<file path="config.mk">
export PLATFORM = sky130hd
export DESIGN_NAME = snake_frame_buffer
export DESIGN_NICKNAME = d
export VERILOG_FILES = /design/src/rtl/snake_pkg.sv /design/src/rtl/snake_bitmap_bank.sv /design/src/rtl/snake_frame_buffer.sv
export SDC_FILE = /design/constraint.sdc
export NUM_CORES = 2
export LEC_CHECK = 0
export CORE_MARGIN = 4
export CORE_UTILIZATION = 30
export CTS_CLUSTER_DIAMETER = 200
export CTS_CLUSTER_SIZE = 10
export DETAILED_ROUTE_END_ITERATION = 8
export SETUP_SLACK_MARGIN = 0.2
export SLEW_MARGIN = 25
export SYNTH_ARGS = -nofsm -noshare
export SYNTH_HDL_FRONTEND = slang
export SYNTH_SLANG_ARGS = --single-unit
export TNS_END_PERCENT = 20
</file>
<file path="constraint.sdc">
create_clock -name clk_25MHz -period 4.5 [get_ports clk_25MHz]
set_input_delay 0.675 -clock clk_25MHz [delete_from_list [all_inputs] [get_ports clk_25MHz]]
set_output_delay 0.675 -clock clk_25MHz [all_outputs]
set_load 0.1 [all_outputs]
</file>
<file path="src/rtl/snake_pkg.sv">
// Shared constants, FSM encoding and helpers for the snake double-buffered bitmap.
// Also imported by the VGA controller and game logic for the row-index width.
package snake_pkg;

    localparam int COLS  = 40;
    localparam int ROWS  = 30;
    localparam int XW    = 6;
    localparam int YW    = 5;
    localparam int ROW_W = 6;

    localparam logic [XW-1:0]    COLS_X   = XW'(COLS);
    localparam logic [YW-1:0]    ROWS_Y   = YW'(ROWS);
    localparam logic [YW-1:0]    LAST_ROW = YW'(ROWS - 1);
    localparam logic [ROW_W-1:0] ROWS_R   = ROW_W'(ROWS);

    typedef enum logic [1:0] {
        IDLE      = 2'd0,
        CLEAR     = 2'd1,
        DRAW      = 2'd2,
        WAIT_SWAP = 2'd3
    } state_t;

    function automatic logic cell_in_range(input logic [XW-1:0] x, input logic [YW-1:0] y);
        return (x < COLS_X) && (y < ROWS_Y);
    endfunction

endpackage

</file>
<file path="src/rtl/snake_bitmap_bank.sv">
// One ROWS x COLS bitmap bank with a row clear port, a single-bit set port
// and a combinational row read.
module snake_bitmap_bank
    import snake_pkg::*;
(
    input  logic            clk,
    input  logic            rst_n,
    input  logic            clr_en,
    input  logic [YW-1:0]   clr_row,
    input  logic            set_en,
    input  logic [XW-1:0]   set_x,
    input  logic [YW-1:0]   set_y,
    input  logic [YW-1:0]   rd_row,
    output logic [COLS-1:0] rd_data
);

    logic [ROWS-1:0][COLS-1:0] bits;

    // The owner never asserts clr_en and set_en together, so their order here is irrelevant.
    always_ff @(posedge clk or negedge rst_n) begin
        if (!rst_n) begin
            bits <= '0;
        end else begin
            if (clr_en) begin
                bits[clr_row] <= '0;
            end
            if (set_en) begin
                bits[set_y][set_x] <= 1'b1;
            end
        end
    end

    assign rd_data = bits[rd_row];

endmodule

</file>
<file path="src/rtl/snake_frame_buffer.sv">
// Double-buffered 40x30 cell bitmap feeding the VGA controller; the back
// bank is cleared and drawn, then swapped to the front on VGA_VS falling.
module snake_frame_buffer
    import snake_pkg::*;
(
    input  logic             clk_25MHz,
    input  logic             rst_n,
    input  logic             frame_start,
    input  logic             frame_done,
    input  logic             cell_valid,
    output logic             cell_ready,
    input  logic [XW-1:0]    cell_x,
    input  logic [YW-1:0]    cell_y,
    input  logic             vga_vs,
    input  logic [ROW_W-1:0] y_pos,
    output logic [COLS-1:0]  VRAM,
    output logic             busy,
    output logic             oob_err
);

    state_t          state;
    logic [YW-1:0]   clr_row;
    logic            front_sel;
    logic            vs_q;
    logic            vs_fall;
    logic            clear_en;
    logic            write_en;
    logic [COLS-1:0] row0;
    logic [COLS-1:0] row1;

    assign vs_fall  = vs_q & ~vga_vs;
    assign clear_en = (state == CLEAR);
    assign write_en = (state == DRAW) & cell_valid & cell_ready & cell_in_range(cell_x, cell_y);

    // Writes always target the bank that is not currently displayed.
    snake_bitmap_bank u_bank0 (
        .clk     (clk_25MHz),
        .rst_n   (rst_n),
        .clr_en  (clear_en & front_sel),
        .clr_row (clr_row),
        .set_en  (write_en & front_sel),
        .set_x   (cell_x),
        .set_y   (cell_y),
        .rd_row  (y_pos[YW-1:0]),
        .rd_data (row0)
    );

    snake_bitmap_bank u_bank1 (
        .clk     (clk_25MHz),
        .rst_n   (rst_n),
        .clr_en  (clear_en & ~front_sel),
        .clr_row (clr_row),
        .set_en  (write_en & ~front_sel),
        .set_x   (cell_x),
        .set_y   (cell_y),
        .rd_row  (y_pos[YW-1:0]),
        .rd_data (row1)
    );

    always_ff @(posedge clk_25MHz or negedge rst_n) begin
        if (!rst_n) begin
            state      <= IDLE;
            clr_row    <= '0;
            front_sel  <= 1'b0;
            cell_ready <= 1'b0;
            busy       <= 1'b0;
            oob_err    <= 1'b0;
        end else begin
            case (state)
                IDLE: begin
                    if (frame_start) begin
                        state   <= CLEAR;
                        clr_row <= '0;
                        busy    <= 1'b1;
                    end
                end
                CLEAR: begin
                    if (clr_row == LAST_ROW) begin
                        state      <= DRAW;
                        cell_ready <= 1'b1;
                    end else begin
                        clr_row <= clr_row + 1'b1;
                    end
                end
                DRAW: begin
                    if (cell_valid && cell_ready && !cell_in_range(cell_x, cell_y)) begin
                        oob_err <= 1'b1;
                    end
                    if (frame_done) begin
                        state      <= WAIT_SWAP;
                        cell_ready <= 1'b0;
                    end
                end
                WAIT_SWAP: begin
                    if (vs_fall) begin
                        front_sel <= ~front_sel;
                        state     <= IDLE;
                        busy      <= 1'b0;
                    end
                end
                default: begin
                    state      <= IDLE;
                    cell_ready <= 1'b0;
                    busy       <= 1'b0;
                end
            endcase
        end
    end

    // Read path runs independently of the FSM and only ever sees the front bank.
    always_ff @(posedge clk_25MHz or negedge rst_n) begin
        if (!rst_n) begin
            vs_q <= 1'b1;
            VRAM <= '0;
        end else begin
            vs_q <= vga_vs;
            VRAM <= (y_pos < ROWS_R) ? (front_sel ? row1 : row0) : '0;
        end
    end

endmodule
</file>
* Word level (Yosys, flattened, before mapping)
Cells that the tools add are included.
** Operators by class
- Add/sub/neg operators :: 1
- $lt $le $gt $ge :: 10
- Eq/ne operators :: 9
- Mux-type cells :: 30
- Bitwise operators :: 15
- Reduce and logical (&&, ||, !) cells :: 17
** Operator list (number)
- 1200-bit 2-to-1 mux :: 4
- 1200-bit bitwise AND :: 2
- 1200-bit OR :: 2
- 1200-bit inverter :: 1
- 40-bit binary-select mux with 5-bit select :: 2
- 40-bit demux with 5-bit select :: 2
- 40-bit 2-to-1 mux :: 6
- 5-bit by 6-bit less-than comparator with 1-bit output, second input constant :: 3
- 5-bit by 1-bit greater-or-equal comparator with 1-bit output, second input constant :: 2
- 5-bit 2-to-1 mux :: 2
- 5-bit one-hot mux with 2 select lines :: 1
- 3-bit AND reduction :: 3
- 1-bit bitwise AND :: 8
- 2-bit 2-to-1 mux :: 4
- 2-bit != test, second input constant :: 4
- 2-bit one-hot mux with 4 select lines :: 1
- 6-bit by 7-bit less-than comparator with 1-bit output, second input constant :: 1
- 1-bit demux with 6-bit select :: 1
- 6-bit by 1-bit greater-or-equal comparator with 1-bit output, second input constant :: 1
- 1-bit logical AND :: 6
- 6-bit by 5-bit less-than comparator with 1-bit output, second input constant :: 1
- 6-bit less-than comparator, second input constant :: 1
- 2-bit nonzero test :: 3
- 5-bit by 1-bit adder with 5-bit output, second input constant :: 1
- other kinds (12) :: 20
** Storage, ports and cells
- Flip-flop bits (word level) :: 2452
- Bits of input ports :: 23
- Output and inout port bits :: 43
- Word-level logic and storage cells :: 150

* Longest topological paths before layout
- Word-level depth :: 9
- Depth in mapped cells :: 11
- Gate-level depth less buffers :: 7

* Hierarchy
A second synthesis with hierarchy kept.
** Second synthesis, totals
- Cells, all modules :: 9909
- Area, all modules :: 107600.7 um2
** Modules (own cells, without submodules)
- snake_bitmap_bank at u_bank0 :: instances 1, cells an instance 4869, area an instance 52790.6 um2, seq. area each 30028.8 um2
- snake_bitmap_bank at u_bank1 :: instances 1, cells an instance 4835, area an instance 52460.3 um2, seq. area each 30028.8 um2
- snake_frame_buffer :: instances 1, cells an instance 205, area an instance 2349.8 um2, seq. area each 1302.5 um2

* Worst setup path before layout
OpenSTA, ideal clock, no wires.
- Path type :: input to register
- Start :: in y_pos[0]
- End :: reg VRAM[28]
- Library setup time :: 0.138 ns
- Arrival :: 2.316 ns
- Data required time :: 4.362 ns
- Slack :: 2.046 ns
- Stages on the path :: 9
- Path buffers :: 4
- Cells stage by stage :: buf_6 buf_6 buf_4 buf_6 mux2i_1 nor2_1 or3_1 nor4_1 a211oi_2
** On the way
- Cells in the longest elaborated chain, start to end :: 4
- Elaborated cells on any way between the ends :: 7
- Those cells by class :: order compare: 1; mux: 6
** RTL lines
- from (decl) :: line snake_frame_buffer.sv:15 : input logic [ROW_W-1:0] y_pos,
- 40-bit binary-select mux with 5-bit select :: line snake_bitmap_bank.sv:33 : assign rd_data = bits[rd_row];
- 40-bit 2-to-1 mux (not written as such) :: line snake_bitmap_bank.sv:33
- 40-bit 2-to-1 mux :: line snake_frame_buffer.sv:117 : VRAM <= (y_pos < ROWS_R) ? (front_sel ? row1 : row0) : '0;
- 40-bit 2-to-1 mux * :: line snake_frame_buffer.sv:117
- to (signal assigned) :: line snake_frame_buffer.sv:117
- to (decl) :: line snake_frame_buffer.sv:16 : output logic [COLS-1:0] VRAM,
Mark *: on every way between the ends. The rest lies on a longest branch, timed or not. The select of a mux whose other input is x is not followed.
A chain may end at the register's enable or synchronous reset.

* Worst setup path in the final report
- Start :: reg VRAM[12]
- End :: out VRAM[12]
No word-level cell between the ends.

==> run metrics <==
status=finished, final reports clean; drt drc=0; Sum Neg Setup Slack=0 ns; power per cell area=~440 nW/um^2; Finish-stage setup viols=0; WHS=between 0.2 and 0.3 ns; Post-Place Cells=12900; Syn Inst Count=approximately 8500; flops & latches, synth=between 2000 and 2500; leakage=roughly 56 nW; gpl congestion=~0.96; top cell type's share of synthesized area=about 57%; iteration-0 DRC count of the detailed router=about 12000; average wire per standard cell=approximately 34 um; Period minus WS final=around 3.3 ns; maximum operating frequency=approximately 0.3 GHz; Reg2Reg Depth=8; first-pass GRT wire length=647000 um; # rows=219; clk slew on worst S/H paths=about 0.06 ns; Post-synth top cells=2451 x dfrtp_1, 1649 x a22o_1, 1050 x nand2_1; drt pass-1 iters=7; Hold Violations, Final=0; H-tree levels=5; Synth area leaders=dfrtp_1 57%, a22o_1 13%, mux4_2 8.9%, o21ai_0 3.8%, nand2_1 3.7%; critical path type=reg -> out; Max Cap Viol=0; family with the most delay on the worst path=buffers and inverters; area grow syn2layout=14.4%; CP Buf/Inv Count=1; Slew Limit Headroom=23.5%; Worst Setup End Kind=primary output; Initial Util=between 30 and 40%; die width=a little over 600 um; crit start category=flip-flop; # fillers=around 34000; Main synth FF type=dfrtp_1; CTS sink cnt=2452; full die area=368000 sq um; total wire length=about 460000 um; Post-Syn Area=between 100000 and 150000 sq um; pin count of the biggest net entering global routing=between 150 and 200; number of buffers created by CTS=between 200 and 300; Reg2Reg Launch Point=state[1]; number of global-route vias before repair=between 80000 and 90000; CP Cell Sequence=clkdlybuf4s50_1; CP arrival=2.66 ns; Slew Limit Fails=0; r2r setup slk=roughly 1.3 ns; CP Launch Point=VRAM[12]; Max VDD drop=roughly 310 uV; Tcrit/Tclk final=around three quarters; Hold Path Class=in -> reg; CORE AREA=between 300000 and 400000 sq um; number of routed nets with antenna violations=0; top-count cell post-synth=dfrtp_1; syn nets=approximately 8600; ys async rst share=100%; I/O pin count=66; all-layer global routing usage=~24%; average size of a mapped cell=12.6 sq um; CTS root buf=clkbuf_16; DP HPWL=264000 um; Netlist cell types=77; grt ovf=0; slowest library cell on the worst path=clkdlybuf4s50_1; CP Data Required Time=3.83 ns; worst-case clock skew=roughly 0.076 ns; Longest Clk Path Bufs=4; CTS tree=built; RSZ-0062 raised after global routing=false; Critical Path Stages=1; crit-path max FO=1; Die Y=between 600 and 700 um; Vias=about 84000; Critical Path End=VRAM[12]; post-synthesis sequential area ratio=between 50% and 60%; Reg2Reg Capture Point=u_bank1.bits[23]; number of synthesized flops with an enable pin=0; Slew @ Worst Pin=1.14 ns; Synth area leader=dfrtp_1; Post-CTS Setup Bufs=0; number of nets in the layout=between 8000 and 9000; DR vias/cell=about 6.3; antenna violations before repair=27; PortBufs=65; yosys warns=0; ratio of cells with drive above 1 in the final layout=18.1%; Finished Layout Cells=between 10000 and 15000; Clock Latency Late Sink=0.89 ns; crit-path max cell delay=1.22 ns
-- logic make-up (layout without fill, tap and decap cells) --
| family | count (synthesis) | after routing | share of synthesized area [%] |
|---|---|---|---|
| mux | 829 | 829 | 12.8 |
| compound gates | 2897 | 2897 | 20.3 |
| simple gates | 1380 | 1380 | 5.32 |
| fa+ha+maj | 10 | 10 | 0.116 |
| flops | 2452 | 2452 | 57.1 |
| xor+xnor | 3 | 3 | 0.0245 |
| buf+inv | 976 | 884 | 4.36 |
| other cells | 0 | 35 | 0 |
-- placed cells by master, fill, tap and decap left out, types with 25 or more instances in the layout --
cell / netlist / layout
a21oi_1: 71 / 70
a221o_1: 28 / 28
a221oi_1: 61 / 61
a22o_1: 1649 / 1649
a22oi_1: 88 / 88
buf_12: 8 / 91
buf_4: 59 / 395
clkbuf_16: 0 / 295
clkdlybuf4s50_1: 0 / 58
dfrtp_1: 2451 / 2450
diode_2: 0 / 35
mux2_2: 94 / 94
mux2i_1: 310 / 310
mux4_2: 423 / 423
nand2_1: 1050 / 975
nand2_2: 0 / 54
nand3_1: 47 / 46
nor2_1: 125 / 41
nor2_4: 0 / 82
nor3_1: 26 / 25
o21ai_0: 811 / 811
o22ai_1: 42 / 42
-- worst min path at each step --
stage	from	endpoint	cells past startpoint
CTS	vga_vs	vs_q	1
floorplan	rst_n	VRAM[0]	0
detailed placement	u_bank1.bits[720]	u_bank1.bits[720]	2
global route	vga_vs	vs_q	1
finish	vga_vs	vs_q	1
global placement	u_bank1.bits[739]	u_bank1.bits[739]	2
-- timing repair --
action                    4_1_cts  5_1_grt
hold buffers                    1        0
hold endpoints to repair       51        0
gates resized for setup         0        0
-- layout make-up --
| type | count | area (sq um) | area share, % |
|---|---|---|---|
| flip-flops and latches | 2452 | 61400 | 49.9 |
| clock inverters | 14 | 175 | 0.143 |
| repair buffers | 552 | 5490 | 4.47 |
| clock buffers | 305 | 7420 | 6.04 |
| multi-input cells | 5119 | 42400 | 34.5 |
| inverters | 13 | 57.6 | 0.0468 |
| well taps | 4751 | 5940 | 4.84 |
| diodes | 35 | 87.6 | 0.0713 |
-- registers in the layout, indices dropped and copies added, names as in the netlist --
| register | count |
|---|---|
| u_bank1.bits | 1200 |
| vs_q | 1 |
| VRAM | 40 |
| busy | 1 |
| oob_err | 1 |
| state | 2 |
| clr_row | 5 |
| front_sel | 1 |
| u_bank0.bits | 1200 |
| cell_ready | 1 |
-- through the flow --
| stage | total power, W | util, % | cell area [sq um] | worst slack (ns) |
|---|---|---|---|---|
| after global placement | 0.0327 | 32.3 | 115000 | 0.192 |
| after global routing | 0.0551 | 34.5 | 123000 | 1.11 |
| after CTS | 0.0534 | 34.5 | 123000 | 1.07 |
| after detailed placement | 0.0330 | 32.3 | 115000 | 0.458 |
| after floorplan | 0.0293 | - | 107000 | 2.05 |
| final | 0.0535 | 34.5 | 123000 | 1.17 |
-- routing by layer --
metal	track usage [%]	wire length [um]	vias to the layer above
li1	-	-	31600
met4	16.0	35400	16
met5	1.16	680	-
met3	8.51	57400	1759
met1	29.6	165000	43900
met2	35.7	197000	6698
-- report_power, final --
| part | switching (W) | total, W | internal (W) | leakage [nW] |
|---|---|---|---|---|
| combinational | 0.00544 | 0.00816 | 0.00273 | 21.0 |
| sequential | 0.000966 | 0.0247 | 0.0237 | 31.0 |
| clock | 0.00909 | 0.0207 | 0.0116 | 3.73 |
| total | 0.0155 | 0.0535 | 0.0380 | 55.7 |
Note: power is estimated with default switching activity, not from simulation.
